[config.mk]
export PLATFORM = sky130hd
export DESIGN_NAME = sw_debounce
export DESIGN_NICKNAME = d
export VERILOG_FILES = /design/src/rtl/sw_debounce.sv
export SDC_FILE = /design/constraint.sdc
export NUM_CORES = 1
export LEC_CHECK = 0
export ABC_AREA = 1
export CAP_MARGIN = 20
export CORE_ASPECT_RATIO = 0.8
export CORE_UTILIZATION = 52
export CTS_CLUSTER_SIZE = 24
export DETAILED_ROUTE_END_ITERATION = 16
export HOLD_SLACK_MARGIN = 0.05
export PLACE_DENSITY = 0.81
export SETUP_SLACK_MARGIN = 0.2
export SLEW_MARGIN = 20
export SYNTH_ARGS = -nofsm -noshare
export SYNTH_HDL_FRONTEND = slang
export SYNTH_SLANG_ARGS = --single-unit
export TNS_END_PERCENT = 50
[constraint.sdc]
create_clock -name clk -period 1.4 [get_ports clk]
set_clock_uncertainty 0.2 [all_clocks]
set_input_delay 0.42 -clock clk [delete_from_list [all_inputs] [get_ports clk]]
set_output_delay 0.42 -clock clk [all_outputs]
set_load 0.005 [all_outputs]
[src/rtl/sw_debounce.sv]
// rtl/sw_debounce.sv - tick-sampled per-bit switch debouncer with edge pulses
// Optional feature macro: SW_DEBOUNCE_TOGGLE_EN adds a per-bit push-button toggle latch output.
module sw_debounce #(
  parameter int WIDTH    = 16,
  parameter int STABLE_N = 4
) (
  input  logic             clk,
  input  logic             rst,
  input  logic             tick,
  input  logic [WIDTH-1:0] raw_in,
  output logic [WIDTH-1:0] clean,
  output logic [WIDTH-1:0] rise,
  output logic [WIDTH-1:0] fall,
  output logic             changed
`ifdef SW_DEBOUNCE_TOGGLE_EN
  ,
  output logic [WIDTH-1:0] toggle
`endif
);

  // Counter wide enough to hold STABLE_N so the compare never wraps.
  localparam int CW = $clog2(STABLE_N + 1);
  localparam logic [CW-1:0] CNT_ONE  = CW'(1);
  localparam logic [CW-1:0] CNT_LAST = CW'(STABLE_N - 1);

  typedef enum logic {
    ST_STABLE  = 1'b0,
    ST_PENDING = 1'b1
  } db_state_e;

  logic [WIDTH-1:0] sync1_q;
  logic [WIDTH-1:0] sync2_q;
  logic [WIDTH-1:0] clean_q;
  logic [WIDTH-1:0] clean_d;
  logic [WIDTH-1:0] clean_dly_q;
  logic [WIDTH-1:0] rise_q;
  logic [WIDTH-1:0] rise_d;
  logic [WIDTH-1:0] fall_q;
  logic [WIDTH-1:0] fall_d;
  logic             changed_q;
  logic             changed_d;

  db_state_e        state_q [WIDTH];
  db_state_e        state_d [WIDTH];
  logic [CW-1:0]    cnt_q   [WIDTH];
  logic [CW-1:0]    cnt_d   [WIDTH];

  // Two-flop synchroniser per bit, runs every clock regardless of tick.
  always_ff @(posedge clk or negedge rst) begin
    if (!rst) begin
      sync1_q <= '0;
      sync2_q <= '0;
    end else begin
      sync1_q <= raw_in;
      sync2_q <= sync1_q;
    end
  end

  // Per-bit debounce FSM next state: only a tick can move state, count or clean.
  always_comb begin
    clean_d = clean_q;
    for (int i = 0; i < WIDTH; i++) begin
      state_d[i] = state_q[i];
      cnt_d[i]   = cnt_q[i];
      if (tick) begin
        case (state_q[i])
          ST_STABLE: begin
            if (sync2_q[i] != clean_q[i]) begin
              state_d[i] = ST_PENDING;
              cnt_d[i]   = CNT_ONE;
            end
          end
          ST_PENDING: begin
            if (sync2_q[i] == clean_q[i]) begin
              // Input bounced back before qualifying: drop the attempt.
              state_d[i] = ST_STABLE;
              cnt_d[i]   = '0;
            end else if (cnt_q[i] >= CNT_LAST) begin
              // Enough consecutive samples: accept the new level now.
              clean_d[i] = ~clean_q[i];
              state_d[i] = ST_STABLE;
              cnt_d[i]   = '0;
            end else begin
              cnt_d[i] = cnt_q[i] + CNT_ONE;
            end
          end
          default: begin
            state_d[i] = ST_STABLE;
            cnt_d[i]   = '0;
          end
        endcase
      end
    end
  end

  // Per-bit FSM state, counter and debounced level registers.
  always_ff @(posedge clk or negedge rst) begin
    if (!rst) begin
      for (int i = 0; i < WIDTH; i++) begin
        state_q[i] <= ST_STABLE;
        cnt_q[i]   <= '0;
      end
      clean_q <= '0;
    end else begin
      for (int i = 0; i < WIDTH; i++) begin
        state_q[i] <= state_d[i];
        cnt_q[i]   <= cnt_d[i];
      end
      clean_q <= clean_d;
    end
  end

  // Edge detect from registered clean versus its one-clock delayed copy.
  always_comb begin
    rise_d    = clean_q & ~clean_dly_q;
    fall_d    = ~clean_q & clean_dly_q;
    changed_d = |(clean_q ^ clean_dly_q);
  end

  // Delayed copy and registered edge pulses, so pulses trail clean by one clock.
  always_ff @(posedge clk or negedge rst) begin
    if (!rst) begin
      clean_dly_q <= '0;
      rise_q      <= '0;
      fall_q      <= '0;
      changed_q   <= 1'b0;
    end else begin
      clean_dly_q <= clean_q;
      rise_q      <= rise_d;
      fall_q      <= fall_d;
      changed_q   <= changed_d;
    end
  end

`ifdef SW_DEBOUNCE_TOGGLE_EN
  logic [WIDTH-1:0] toggle_q;
  logic [WIDTH-1:0] toggle_d;

  // Push-button latch: each rise pulse flips the bit.
  always_comb begin
    toggle_d = toggle_q ^ rise_q;
  end

  // Toggle latch register.
  always_ff @(posedge clk or negedge rst) begin
    if (!rst) begin
      toggle_q <= '0;
    end else begin
      toggle_q <= toggle_d;
    end
  end

  assign toggle = toggle_q;
`endif

  assign clean   = clean_q;
  assign rise    = rise_q;
  assign fall    = fall_q;
  assign changed = changed_q;

endmodule

## After elaboration in Yosys (flattened, before gate mapping)

Cells that the tools add are included.

- Flip-flop bits (word level): 161
- Latch bits: 0
- RAM bits: 0
- Bits in read-only memories: 0
- Input port bits: 19
- Output and inout port bits: 49
- Logic and storage cells: 348
- Memories kept: 0

- Add/sub/neg operators: 16
- Multiply operators: 0
- Div/mod/pow operators: 0
- $lt $le $gt $ge: 16
- Eq/ne operators: 48
- Shifts and indexed selects: 0
- Muxes and demuxes: 128
- Bitwise logic cells: 53
- Reductions and logical operators: 33

Operator list:

| operator | count |
|---|---|
| $mux 3 | 48 |
| $pmux 3 s2 | 16 |
| $reduce_and 4->1 | 16 |
| $add 3x1->3 const B | 16 |
| $ge 3x2->1 const B | 16 |
| $mux 1 | 48 |
| $not 1->1 | 48 |
| $and 16x16->16 | 2 |
| $ne 2x2->1 const B | 16 |
| $not 16->16 | 2 |
| $pmux 1 s2 | 16 |
| $reduce_and 2->1 | 16 |
| $eq 1x1->1 | 16 |
| $ne 1x1->1 | 16 |
| $reduce_or 16->1 | 1 |
| $xor 16x16->16 | 1 |

## Depth between registers and ports, before layout

- Word-level depth: 4
- Gate-level depth with buffers: 8
- Mapped depth without buffers: 8

## Least setup slack after synthesis

OpenSTA, ideal clock, no wires.

- Path type: flip-flop to flip-flop
- Start: register cnt_q[3] (netlist name)
- End: register clean_q[14] (netlist: clean[14])
- Library setup time: 0.113 ns
- Arrival: 1.182 ns
- Data required time: 1.087 ns
- Slack: -0.096 ns
- Cell stages (with the launch flop): 9
- Buffers on the path: 0
- Period minus slack after synthesis: 1.496 ns
- Cells stage by stage: dfrtp_1 > ha_1 > ha_1 > nor2_1 > o21ai_0 > nand2_1 > nand2_1 > nand2_1 > inv_1

- Cells in the longest elaborated chain, start to end: 2

Ends and longest elaborated chain:

| element | RTL line | text |
|---|---|---|
| from (decl) | 45 | `logic [CW-1:0] cnt_q [WIDTH];` |
| from (signal, indexed assignment) | 107 | `cnt_q[i] <= cnt_d[i];` |
| $ge 3x2->1 | 78 | `end else if (cnt_q[i] >= CNT_LAST) begin` |
| $reduce_and 4->1 (no source line) | -- |  |
| to (signal assigned) | 109 | `clean_q <= clean_d;` |
| to (decl) | 33 | `logic [WIDTH-1:0] clean_q;` |

No other way between the ends.
A chain may end at the register's enable or synchronous reset.

## Worst setup path after layout

- Start: register clean_q[0] (netlist: clean[0])
- End: output port clean[0]

RTL lines:

| element | RTL line | text |
|---|---|---|
| to (decl) | 11 | `output logic [WIDTH-1:0] clean,` |

No word-level cell between the ends.

==> key figures <==
Clock tree
  • TritonCTS Sinks: between 150 and 200
  • Clk root buf: clkbuf_16
  • Clock insertion delay at the later pin of the skew report: 0.42 ns
  • CTS tree: yes
  • Clock buffer depth: 2
  • Num CTS Buffers: 17
  • CTS HTree Levels: 4
  • Reg clk slew, reported paths: 0.06 ns

Floorplan
  • Num ports: ~70
  • Die H: 109 µm
  • Starting Density: 0.539
  • Die area: about 15,000 µm²
  • Die Width: between 100 and 150 µm
  • Row count: 38
  • CORE AREA: 13,700 µm²

Outcome
  • Failing checks: setup timing
  • Status: complete, but fails checks

Power
  • Lkg Pwr: roughly 5.5 nW
  • Pwr Total: 21.1 mW
  • Max VDD drop: around 1.4 mV
  • PD cells: 2030 nW/µm²

Logic synthesis
  • Synth Warn #: 0
  • Distinct cells, synth: 21
  • Synthesized flop and latch total: 161
  • Share of the synthesized area in the top cell type: 0.546
  • Post-Syn Area: 7380 µm²
  • Mapped Cells: 800
  • Dominant cells by area after synthesis: dfrtp_1 55%, ha_1 11%, nand2_1 11%
  • Register area share after synthesis: 0.546
  • Syn Nets: 883
  • Dominant cell type by area after synthesis: dfrtp_1
  • Synth Area per Inst: 9.23 µm²

Route
  • Drt total wl: 17,500 µm
  • Vias per cell: 5.08
  • Initial DRC Count: 312
  • WL per Instance: between 10 and 15 µm
  • Routed Antenna Nets: 0
  • Pre-antenna DRT Iters: 5
  • Drt drc: 0
  • DR vias: 6,051

Hold path
  • Hold Crit Depth: 0
  • HP Class: register to register
  • Hold EP: sync2_q[12]
  • Min-Delay Startpoint: sync1_q[12]

Final layout
  • Filler instances: 875
  • Layout cells sized above 1: 0.366
  • ANT cells: 0
  • Fin nets: 1,081
  • Area grow syn2layout: 41.2%
  • Area of the multi-input gates: 3540 µm²
  • Final Cell Area: 10,400 µm²
  • Seq. cell area: 4030 µm²
  • Util after Layout: 0.761

Setup path
  • R2R Path Start: clean[11]
  • Kind of cell adding the most delay to the critical path: flip-flops
  • Startpoint types: register
  • Max incr delay on CP: 0.41 ns
  • R2r setup slk: -0.13 ns
  • Levels on crit path: 1
  • Setup crit end kind: output port
  • Reg2reg end: changed
  • CP max-delay cell: dfrtp_1
  • WP data required: 0.78 ns
  • CP max FO: 2
  • CP arrival: about 0.97 ns
  • CP Class: register to output port
  • Worst reg2reg path depth: 7
  • CP cell instances: buf_2
  • Critical path buffers and inverters: 1

STA
  • Min Tclk post-route: 1.59 ns
  • Slew of the pin with the lowest slew margin: 0.289 ns
  • Final Hold Viols: 0
  • Max_slew headroom: 0.807
  • Fin Hold WS: 0.146 ns
  • Max Clock Freq: 629 MHz
  • Worst setup margin: -0.191 ns
  • Final Setup Violations: 98
  • Unrepaired setup endpoints after global routing: yes
  • Sum Neg Setup Slack: -8.91 ns
  • Final Max Slew Viols: 0
  • Period utilization: 1.14

Flow run
  • Max_cap viols: 0

Placed design
  • DP Area: 9180 µm²
  • Routability Congestion: roughly 0.85
  • PortBufs: 67
  • Post-DP HPWL: 11,000 µm

Global route
  • Initial antenna violation count: 0
  • GRT overflow: 0
  • GRT Total Usage: 0.245
  • Vias in the first global route: between 6,000 and 7,000
  • Global-route wire length before repair: between 20,000 and 30,000 µm
  • Largest net degree at the start of global routing: 36
## layout make-up
type                            instances  share of cell area
Tap cell                              180              0.0216
Sequential cell                       161               0.386
Inverter                              146              0.0535
Clock buffer                           19              0.0415
Clock inverter                         13              0.0156
Timing Repair Buffer                  186               0.142
Multi-Input combinational cell        486               0.340
## kinds of logic after synthesis
logic type | count (synthesis) | share of synthesized area
buffers and inverters | 153 | 0.0842
flip-flops | 161 | 0.546
AO/OA/AOI/OAI | 37 | 0.0256
AND/OR/NAND/NOR | 385 | 0.236
adder cells (fa/ha/maj) | 64 | 0.108
## per-stage QoR
| step | cells | setup slack, ns |
|---|---|---|
| global placement | 1129 | -0.135 |
| CTS | 1182 | -0.185 |
| detailed placement | 1129 | -0.189 |
| global route | 1191 | -0.263 |
| floorplan | 800 | -0.00388 |
| finish | 1191 | -0.191 |
## worst max-delay path by stage
stage / slack, ns / from / end
after floorplan: -0.004 / cnt_q[45] / cnt_q[47]
after global placement: -0.13 / tick / state_q[1]
after detailed placement: -0.19 / tick / state_q[2]
after CTS: -0.18 / clean[6] / clean[6]
after global routing: -0.26 / clean[1] / changed
final: -0.19 / clean[0] / clean[0]
## state kept, by name (all words and copies together), names as in the netlist
signal	cells
sync2_q	16
cnt_q	48
clean_dly_q	16
clean	16
rise	16
state_q	16
fall	16
changed	1
sync1_q	16
## layer usage
layer,vias up,wire length (µm),GRT usage
met3,30,718,0.0577
met5,-,0,0
met2,148,9170,0.426
li1,2936,-,-
met4,0,293,0.0770
met1,2937,7340,0.302
## power breakdown
| group | switching (mW) | internal [mW] |
|---|---|---|
| sequential | 0.942 | 6.12 |
| clock | 1.90 | 2.81 |
| combinational | 4.90 | 4.45 |
| total | 7.74 | 13.4 |
## what timing repair did
action                     4_1_cts  5_1_grt
hold buffers                     1        0
setup endpoints to repair      130      132
hold endpoints to repair       161        0
gates resized for setup        287       99
pin swaps                       51       45
buffers inserted                20        9
## layout by cell type (no fill, tap or decap), drive strengths merged, types with 9 or more instances in the layout
| cell | synthesis | layout |
|---|---|---|
| nor2 | 39 | 39 |
| clkbuf | 0 | 19 |
| o21ai | 31 | 31 |
| clkdlybuf4s50 | 0 | 16 |
| nor3 | 9 | 9 |
| inv | 146 | 147 |
| buf | 7 | 169 |
| dfrtp | 161 | 161 |
| nand2 | 220 | 220 |
| nand4 | 24 | 24 |
| ha | 64 | 64 |
| nand3 | 86 | 86 |
## synthesized netlist by cell type
cell type / number
a21oi_1: 3
buf_12: 1
buf_2: 1
buf_4: 3
buf_6: 1
buf_8: 1
dfrtp_1: 161
ha_1: 64
inv_1: 145
inv_2: 1
nand2_1: 212
nand2_2: 4
nand2_4: 4
nand3_1: 82
nand3_4: 4
nand3b_1: 7
nand4_1: 24
nor2_1: 39
nor3_1: 9
o21ai_0: 31
o22ai_1: 3
(Power assumes the default switching activity.)
